<file path="config.mk">
export PLATFORM = sky130hd
export DESIGN_NAME = magic_grid_loader
export DESIGN_NICKNAME = d
export VERILOG_FILES = /design/src/rtl/magic_grid_loader.sv
export SDC_FILE = /design/constraint.sdc
export NUM_CORES = 1
export LEC_CHECK = 0
export CORE_MARGIN = 3
export CORE_UTILIZATION = 30
export CTS_CLUSTER_DIAMETER = 200
export DETAILED_ROUTE_END_ITERATION = 16
export GPL_TIMING_DRIVEN = 0
export SKIP_LAST_GASP = 1
export SLEW_MARGIN = 5
export SYNTH_ARGS = -nofsm -noshare
export SYNTH_HDL_FRONTEND = slang
export SYNTH_SLANG_ARGS = --single-unit
</file>
<file path="constraint.sdc">
create_clock -name clock -period 2.85 [get_ports clock]
set_input_delay 0.57 -clock clock [delete_from_list [all_inputs] [get_ports clock]]
set_output_delay 0.57 -clock clock [all_outputs]
set_load 0.005 [all_outputs]
</file>
<file path="src/rtl/magic_grid_loader.sv">
// ---------------------------------------------------------------------------
// magic_grid_loader
//
// Upstream stage of the 3x3 magic-square checker. Digits arrive one at a
// time over a valid/ready handshake. They fill cells num1..num9 in row-major
// order. Once the ninth cell is written, the grid is held for one CHECK cycle
// while the external combinational checker evaluates it. Its verdict is then
// registered and held in DONE until the consumer acknowledges it.
//
// Optional feature: define MAGIC_LOADER_DUP_CHECK_EN to reject in-range
// digits that are already present in the grid. With this feature enabled,
// a completed grid is always a permutation of DIGIT_MIN..DIGIT_MAX.
//
// Ports:
//   clock               system clock, rising edge
//   reset_L             asynchronous active-low reset
//   in_valid/in_digit   offered digit
//   in_ready            loader accepts a digit this cycle (combinational)
//   clear               synchronous abort, restarts loading
//   ack                 consumer has read the verdict (only honoured in DONE)
//   num1..num9          grid cells, driven to the checker
//   chk_is_magic        checker verdict for the current grid
//   chk_magic_constant  checker magic constant for the current grid
//   count               number of filled cells, 0..9
//   bad_digit           one-cycle pulse after a rejected digit
//   done                registered verdict is valid
//   result_magic        registered verdict
//   result_constant     registered magic constant
// ---------------------------------------------------------------------------
module magic_grid_loader #(
  parameter int DIGIT_MIN = 1,
  parameter int DIGIT_MAX = 9
) (
  input  logic       clock,
  input  logic       reset_L,
  input  logic       in_valid,
  input  logic [3:0] in_digit,
  output logic       in_ready,
  input  logic       clear,
  input  logic       ack,
  output logic [3:0] num1,
  output logic [3:0] num2,
  output logic [3:0] num3,
  output logic [3:0] num4,
  output logic [3:0] num5,
  output logic [3:0] num6,
  output logic [3:0] num7,
  output logic [3:0] num8,
  output logic [3:0] num9,
  input  logic       chk_is_magic,
  input  logic [7:0] chk_magic_constant,
  output logic [3:0] count,
  output logic       bad_digit,
  output logic       done,
  output logic       result_magic,
  output logic [7:0] result_constant
);

  typedef enum logic [1:0] {
    LOAD  = 2'd0,
    CHECK = 2'd1,
    DONE  = 2'd2
  } state_t;

  localparam logic [3:0] DIGIT_MIN_V = 4'(DIGIT_MIN);
  localparam logic [3:0] DIGIT_MAX_V = 4'(DIGIT_MAX);

  state_t     state_q, state_d;
  logic [3:0] count_q, count_d;
  logic [3:0] cells_q [9];
  logic [3:0] cells_d [9];
  logic       bad_digit_q, bad_digit_d;
  logic       done_q, done_d;
  logic       result_magic_q, result_magic_d;
  logic [7:0] result_constant_q, result_constant_d;

  logic digit_in_range;
  logic digit_ok;

  assign digit_in_range = (in_digit >= DIGIT_MIN_V) && (in_digit <= DIGIT_MAX_V);

`ifdef MAGIC_LOADER_DUP_CHECK_EN
  // One bit per legal digit value; set when that value is written to the grid.
  logic [8:0] seen_q, seen_d;
  logic [3:0] seen_idx;

  assign seen_idx = in_digit - DIGIT_MIN_V;
  assign digit_ok = digit_in_range && !seen_q[seen_idx];
`else
  assign digit_ok = digit_in_range;
`endif

  // clear blocks the handshake so that a digit offered with it is dropped.
  assign in_ready = (state_q == LOAD) && !clear;

  always_comb begin
    state_d           = state_q;
    count_d           = count_q;
    cells_d           = cells_q;
    bad_digit_d       = 1'b0;
    done_d            = done_q;
    result_magic_d    = result_magic_q;
    result_constant_d = result_constant_q;
`ifdef MAGIC_LOADER_DUP_CHECK_EN
    seen_d            = seen_q;
`endif

    if (clear) begin
      state_d = LOAD;
      count_d = '0;
      done_d  = 1'b0;
      for (int i = 0; i < 9; i++) cells_d[i] = '0;
`ifdef MAGIC_LOADER_DUP_CHECK_EN
      seen_d  = '0;
`endif
    end else begin
      case (state_q)
        LOAD: begin
          if (in_valid) begin
            if (digit_ok) begin
              cells_d[count_q] = in_digit;
              count_d          = count_q + 4'd1;
`ifdef MAGIC_LOADER_DUP_CHECK_EN
              seen_d[seen_idx] = 1'b1;
`endif
              if (count_q == 4'd8) state_d = CHECK;
            end else begin
              bad_digit_d = 1'b1;
            end
          end
        end
        // The grid has been stable since the last write, so the checker's
        // combinational verdict is settled and can be sampled here.
        CHECK: begin
          result_magic_d    = chk_is_magic;
          result_constant_d = chk_magic_constant;
          done_d            = 1'b1;
          state_d           = DONE;
        end
        DONE: begin
          if (ack) begin
            state_d = LOAD;
            count_d = '0;
            done_d  = 1'b0;
            for (int i = 0; i < 9; i++) cells_d[i] = '0;
`ifdef MAGIC_LOADER_DUP_CHECK_EN
            seen_d  = '0;
`endif
          end
        end
        default: begin
          state_d = LOAD;
        end
      endcase
    end
  end

  always_ff @(posedge clock or negedge reset_L) begin
    if (!reset_L) begin
      state_q           <= LOAD;
      count_q           <= '0;
      for (int i = 0; i < 9; i++) cells_q[i] <= '0;
      bad_digit_q       <= 1'b0;
      done_q            <= 1'b0;
      result_magic_q    <= 1'b0;
      result_constant_q <= '0;
`ifdef MAGIC_LOADER_DUP_CHECK_EN
      seen_q            <= '0;
`endif
    end else begin
      state_q           <= state_d;
      count_q           <= count_d;
      cells_q           <= cells_d;
      bad_digit_q       <= bad_digit_d;
      done_q            <= done_d;
      result_magic_q    <= result_magic_d;
      result_constant_q <= result_constant_d;
`ifdef MAGIC_LOADER_DUP_CHECK_EN
      seen_q            <= seen_d;
`endif
    end
  end

  assign num1            = cells_q[0];
  assign num2            = cells_q[1];
  assign num3            = cells_q[2];
  assign num4            = cells_q[3];
  assign num5            = cells_q[4];
  assign num6            = cells_q[5];
  assign num7            = cells_q[6];
  assign num8            = cells_q[7];
  assign num9            = cells_q[8];
  assign count           = count_q;
  assign bad_digit       = bad_digit_q;
  assign done            = done_q;
  assign result_magic    = result_magic_q;
  assign result_constant = result_constant_q;

endmodule

</file>
==> reports/qor.csv, run 1 <==
stage;metric;value;unit
clocking;numCtsBuffers;5;
die;die_x;94.7;um
clocking;clk_latency;0.30;ns
clocking;cts_root_buf;clkbuf_8;
critical_path;cp_cell_sequence;clkdlybuf4s50_1, o21ai_1, a311oi_4, buf_6, nor4bb_1, buf_6, mux2i_1;
logic_synthesis;ys_types;31;
pwr;combPwrFrac;14.2;%
global_routing;track_usage;13.0;%
drt;drtIter0Drc;52;
placement;place_area;0.00318;mm^2
pwr;clockPowerShare;29.5;%
die;initial_core_util;31.7;%
global_routing;grt_pass1_wl;8890;um
die;rows;31;
pwr;switching_share;24.8;%
layout;fin_area;0.00327;mm^2
timing;fin_crit;2.32;ns
logic_synthesis;synthSimpleGateAreaFrac;15.4;%
global_routing;grt_pass1_vias;1727;
logic_synthesis;synth_fa_ha_area_share;2.12;%
placement;dp.cells;369;
global_routing;grt_max_degree;29;
logic_synthesis;synth_top_family_by_area;multiplexers;
timing;clock-skew-final;0.00508;ns
critical_path;cp.required;3.07;ns
critical_path;crit_top_cell;buf_6;
logic_synthesis;ys_seq_area_share;56.1;%
logic_synthesis;synthXorXnorAreaFrac;0.371;%
critical_path;slowest_delay;0.45;ns
logic_synthesis;synth_mux_area_share;19.5;%
clocking;cts_tree;built;
drt;wl_per_cell;14.5;um
layout;area_delta_synth_final;38.2;%
timing;rsz0062_at_grt;no;
logic_synthesis;synth-compound-area-share;3.12;%
pwr;p_leak;0.00146;uW
clocking;cts_buffer_depth;2;
global_routing;grt-ovfl-total;0;
pwr;p_int;1060;uW
timing;fmax;431;MHz
drt;dr.pass1.iters;4;
drt;ant_nets;0;
clocking;clkTransAtPathRegs;0.09;ns
die;fp.coreArea;0.00745;mm^2
flow_run;cap_viol_max_count;0;
timing;tightest_slew;0.740;ns
die;dieArea;0.00897;mm^2
timing;hold_viol_final;0;
pwr;p_per_area;432;mW/mm^2
pwr;max-vdd-ir-drop;260;uV
placement;io_buffers;68;
critical_path;critPathMaxFanout;10;
run_status;status;finished, final reports clean;
placement;hpwl;3910;um
logic_synthesis;synth_fp_nets;223;
logic_synthesis;ys_ff_latch;53;
critical_path;cp-end-kind;flop;
clocking;cts.repair.resized;0;
timing;maxSlewViolCount;0;
die;die_h;94.7;um
timing;finalSetupViolCount;0;
clocking;numClockSinks;53;
die;io_pins;70;
logic_synthesis;ys_warn_count;0;
pwr;p_sw;350;uW
timing;period_share;81.5;%
pwr;p_seq_share;56.4;%
critical_path;crit_path_start_kind;input port;
drt;avgViaCountPerCell;4.50;
layout;final_nets;299;
drt;drc;0;
critical_path;critPathSlowestCell;nor4bb_1;
placement;gp_congestion;0.762;
logic_synthesis;synthCells;201;
drt;via_count;1695;
layout;antenna_cells;0;
clocking;ctsHtreeMaxLevel;2;
clocking;hold_buffers;0;
critical_path;crit_type;in -> reg;
logic_synthesis;synth.avg_cell_area;11.8;um^2
logic_synthesis;synth_area;0.00236;mm^2
layout;final_layout_size_suffix_gt1_share;10.8;%
layout;stdcell_count;377;
drt;drt-total-wl;5460;um
clocking;post-cts-setup-buffer-count;0;
hold_path;hold_class;in -> async;
global_routing;antenna_found_initial;0;
timing;slew_headroom;50.4;%
critical_path;critical_path_arrival;2.54;ns
[per-stage QoR]
stage	hold WS (ns)	utilization [%]	worst slack, ns	setup TNS, ns	total power (uW)
after floorplan	0.274	-	0.862	0	892
after global placement	0.490	42.5	-0.500	-26.33	1010
after detailed placement	0.494	42.7	0.231	0	1010
after CTS	0.292	43.9	0.545	0	1430
after global routing	0.316	43.9	0.377	0	1490
final	0.275	43.9	0.528	0	1410
[registers in the layout, summed over array words and instances, names as in the netlist]
name             count
num6                 4
num2                 4
num3                 4
result_constant      8
count                4
num8                 4
num7                 4
bad_digit            1
done                 1
num5                 4
result_magic         1
num4                 4
num1                 4
state_q              2
num9                 4
[power groups by stage]
stage	registers (uW)	clock network (uW)	logic, uW
2_1_floorplan	810	0	81.7
3_3_place_gp	809	0	199
3_5_place_dp	809	0	203
4_1_cts	794	432	205
5_1_grt	798	467	220
6_report	794	416	200
[synth_stat cells]
library cell	number	area, um^2
nor3b_2	1	12.5
nor3_2	1	10.0
o31ai_1	1	7.51
nand3b_2	1	11.3
a311oi_4	1	26.3
mux2i_1	36	360
o21ai_1	1	5.00
mux2_2	9	101
buf_2	5	25.0
nand4_1	1	6.26
or4b_1	4	40.0
nor4bb_1	1	10.0
a21oi_1	5	25.0
nand3b_1	2	15.0
clkbuf_1	4	15.0
or3_1	1	6.26
nand2b_1	1	6.26
buf_6	2	22.5
o21ai_0	2	10.0
or4_4	1	11.3
inv_1	4	15.0
and3b_1	1	8.76
nor3_1	2	10.0
ha_1	4	50.1
nor2_1	6	22.5
or2_2	1	6.26
dfrtp_1	53	1330
xor2_1	1	8.76
nand2_1	47	176
nand3_1	1	5.00
nor2b_1	1	6.26
[final timing paths]
kind | to | depth (start not counted) | slack [ns] | from
max in group asynchronous | done | 2 | 2.01 | reset_L
min in group clock | result_constant[4] | 1 | 0.51 | result_constant[4]
worst max-delay path | num6[0] | 7 | 0.53 | in_digit[2]
worst min-delay path | num3[0] | 1 | 0.28 | reset_L
worst min register to register | result_constant[4] | 1 | 0.51 | result_constant[4]
worst max register to register | num4[3] | 6 | 0.77 | state_q[1]
[per-layer routing]
metal / up-vias / track usage (%) / part of all wire (%)
li1: 832 / - / -
met1: 806 / 18.9 / 50
met2: 49 / 18.3 / 43
met3: 8 / 3.67 / 6.0
met4: 0 / 4.69 / 1.2
met5: - / 0 / 0
[layout by cell type, fill, tap and decap left out, types with 5 or more instances in the layout]
cell type        count
mux2i_1             36
nand2_1             47
nor2_1               6
clkdlybuf4s50_1     67
buf_2                6
a21oi_1              5
mux2_2               9
clkbuf_8             5
clkbuf_1             6
dfrtp_1             53
[area by class of cell]
class | instances | area (um^2)
fillers | 742 | 4180
clock inverters | 1 | 7.51
repair buffers | 69 | 696
plain buffers | 11 | 62.6
multi-input cells | 133 | 958
well taps | 99 | 124
inverters | 4 | 15.0
clock buffers | 7 | 76.3
flip-flops and latches | 53 | 1330
[cell families (layout without fill, tap and decap cells)]
logic type                 count (synthesis)  count (layout)
adders and majority gates                  4               4
AOI/OAI and AO/OA                         10              10
DFF                                       53              53
muxes                                     45              45
buffers and inverters                     15              92
and+or+nand+nor                           73              73
xor gates and xnor gates                   1               1
[critical path, delay by kind of cell]
family	cells	cell delay [ns]
multiplexers	1	0.17
AND/OR/NAND/NOR	1	0.45
buffers and inverters	3	0.81
AO/OA/AOI/OAI	2	0.54
No activity file was read; power rests on OpenSTA's default activity.
==> inputs of run 2 (changes only) <==
==> constraint.sdc (replaced) <==
create_clock -name clock -period 1.95 [get_ports clock]
set_input_delay 0.39 -clock clock [delete_from_list [all_inputs] [get_ports clock]]
set_output_delay 0.39 -clock clock [all_outputs]
set_load 0.005 [all_outputs]
==> run 2 against run 1 <==
Effect of this change:
- clock power rose by 46%
- largest power group unchanged
- largest cell class unchanged
- combinational power rose by 52%
- critical path type unchanged
- sequential share of layout area fell by 0.76 points
==> reports/qor.csv, run 2 (same netlist as run 1, synthesis figures left out) <==
stage;metric;value;unit;change
die;io_pins;70;;unchanged
clocking;clk_latency;0.30;ns;about the same
layout;antenna_cells;0;;unchanged
critical_path;path_depth;7;;unchanged
drt;via_count;1711;;+0.94%
timing;period_share;96.6;%;
layout;area_delta_synth_final;40.9;%;
die;fp.coreArea;0.00745;mm^2;unchanged
critical_path;rrSetupSlack;0.10;ns;-0.67 ns
clocking;numCtsBuffers;5;;unchanged
hold_path;hold_class;in -> async;;
critical_path;cp.required;2.12;ns;-0.95 ns
die;rows;31;;unchanged
critical_path;critPathMaxFanout;7;;-3
drt;avgViaCountPerCell;4.51;;+0.41%
pwr;p_leak;0.00151;uW;+3.4%
timing;fmax;531;MHz;
drt;dr.pass1.iters;4;;unchanged
placement;gp_congestion;0.762;;unchanged
critical_path;reg2reg_to;num2[0];;
global_routing;track_usage;13.2;%;+0.20 points
timing;slew_headroom;49.9;%;-0.49 points
global_routing;grt-ovfl-total;0;;unchanged
global_routing;grt_pass1_wl;9030;um;+1.6%
clocking;cts_tree;built;;
timing;clock-skew-final;0.00479;ns;-0.000290 ns
timing;finalSetupViolCount;0;;unchanged
placement;dp.cells;369;;unchanged
critical_path;crit-reg2reg-launch;state_q[1];;
layout;fin_area;0.00333;mm^2;+1.9%
critical_path;cp_cell_sequence;dlygate4sd2_1, or4_4, a311oi_4, buf_6, nor4bb_4, buf_4, mux2i_1;;
clocking;cts_root_buf;clkbuf_8;;
clocking;hold_buffers;0;;unchanged
critical_path;crit_path_start_kind;input port;;
drt;wl_per_cell;14.6;um;+0.88%
pwr;finalPower;2070;uW;+47%
layout;stdcell_count;379;;+0.53%
global_routing;grt_pass1_vias;1749;;+1.3%
placement;hpwl;3910;um;unchanged
layout;final_nets;301;;+0.67%
layout;largest_reg_flops;8;;unchanged
die;die_x;94.7;um;unchanged
critical_path;critPathCapture;num6[0];;
timing;setup_tns;0;ns;unchanged
drt;ant_nets;0;;unchanged
placement;place_area;0.00318;mm^2;unchanged
die;die_h;94.7;um;unchanged
critical_path;slowest_delay;0.57;ns;+0.12 ns
critical_path;cp-end-kind;flop;;
drt;drtIter0Drc;63;;+21%
critical_path;critPathSlowestCell;or4_4;;
clocking;clkTransAtPathRegs;0.09;ns;about the same
layout;final_layout_size_suffix_gt1_share;13.6;%;+2.8 points
layout;layout_common_cells;clkdlybuf4s50_1 (61), dfrtp_1 (53), nand2_1 (47);;
run_status;status;finished, final reports clean;;
global_routing;antenna_found_initial;0;;unchanged
critical_path;crit_type;in -> reg;;
layout;layout_commonest_cell;clkdlybuf4s50_1;;
timing;hold_viol_final;0;;unchanged
critical_path;critical_path_arrival;2.05;ns;-0.49 ns
critical_path;reg2reg_depth;5;;-1
clocking;cts_buffer_depth;2;;unchanged
die;initial_core_util;31.7;%;unchanged
timing;rsz0062_at_grt;yes;;
flow_run;cap_viol_max_count;0;;unchanged
critical_path;cp_num_buf_inv;3;;unchanged
drt;drt-total-wl;5530;um;+1.4%
drt;drc;0;;unchanged
timing;fin_crit;1.88;ns;
pwr;max-vdd-ir-drop;374;uV;+44%
clocking;numClockSinks;53;;unchanged
critical_path;critPathTopFamily;simple AND/OR/NAND/NOR gates;;
global_routing;grt_max_degree;29;;unchanged
die;dieArea;0.00897;mm^2;unchanged
pwr;p_per_area;623;mW/mm^2;+44%
critical_path;critPathLaunch;in_digit[0];;
placement;io_buffers;68;;unchanged
clocking;ctsHtreeMaxLevel;2;;unchanged
timing;maxSlewViolCount;0;;unchanged
timing;tightest_slew;0.747;ns;+0.00734 ns
run 2: final cells by class:
| class | count | area [um^2] |
|---|---|---|
| multi-input combinational | 133 | 1000 |
| sequential | 53 | 1330 |
| clock buffer | 7 | 76.3 |
| timing repair buffer | 73 | 726 |
| fill | 739 | 4120 |
| clock inverter | 1 | 7.51 |
| buffer | 9 | 51.3 |
| tap | 99 | 124 |
| inverter | 4 | 15.0 |
run 2: routing by layer:
layer | share of wire [%] | wire, um | track usage [%] | vias up
li1 | - | - | - | 838
met1 | 49 | 2740 | 19.1 | 817
met2 | 43 | 2400 | 18.9 | 48
met3 | 5.9 | 328 | 3.67 | 8
met4 | 1.1 | 63 | 4.45 | 0
met5 | 0 | 0 | 0 | -
run 2: worst min-delay path by stage:
stage                             startpoint            endpoint  slack, ns  cells past startpoint
after floorplan                      reset_L           bad_digit       0.09                      0
after global placement    result_constant[3]  result_constant[3]       0.49                      1
after detailed placement             reset_L             num3[0]       0.44                      1
after CTS                            reset_L             num1[0]       0.11                      1
after global routing                 reset_L             num3[0]       0.14                      1
final                                reset_L             num3[0]        0.1                      1
run 2: metrics by stage:
step                      setup WS, ns  hold WS (ns)  util, %
final                           0.0659        0.0971     44.7
after global routing         -0.000851         0.136     44.7
after CTS                      -0.0345         0.112     44.5
after detailed placement        -0.489         0.442     42.7
after global placement           -1.22         0.490     42.5
after floorplan                  0.142        0.0944        -
run 2: timing repair:
item,in CTS,in global routing
pin swaps,4,2
setup endpoints to repair,37,38
setup buffers,4,0
resized for setup,10,9
run 2: report_power, final:
group / internal (uW) / switching (uW)
clock: 255 / 354
combinational: 164 / 140
sequential: 1140 / 24.9
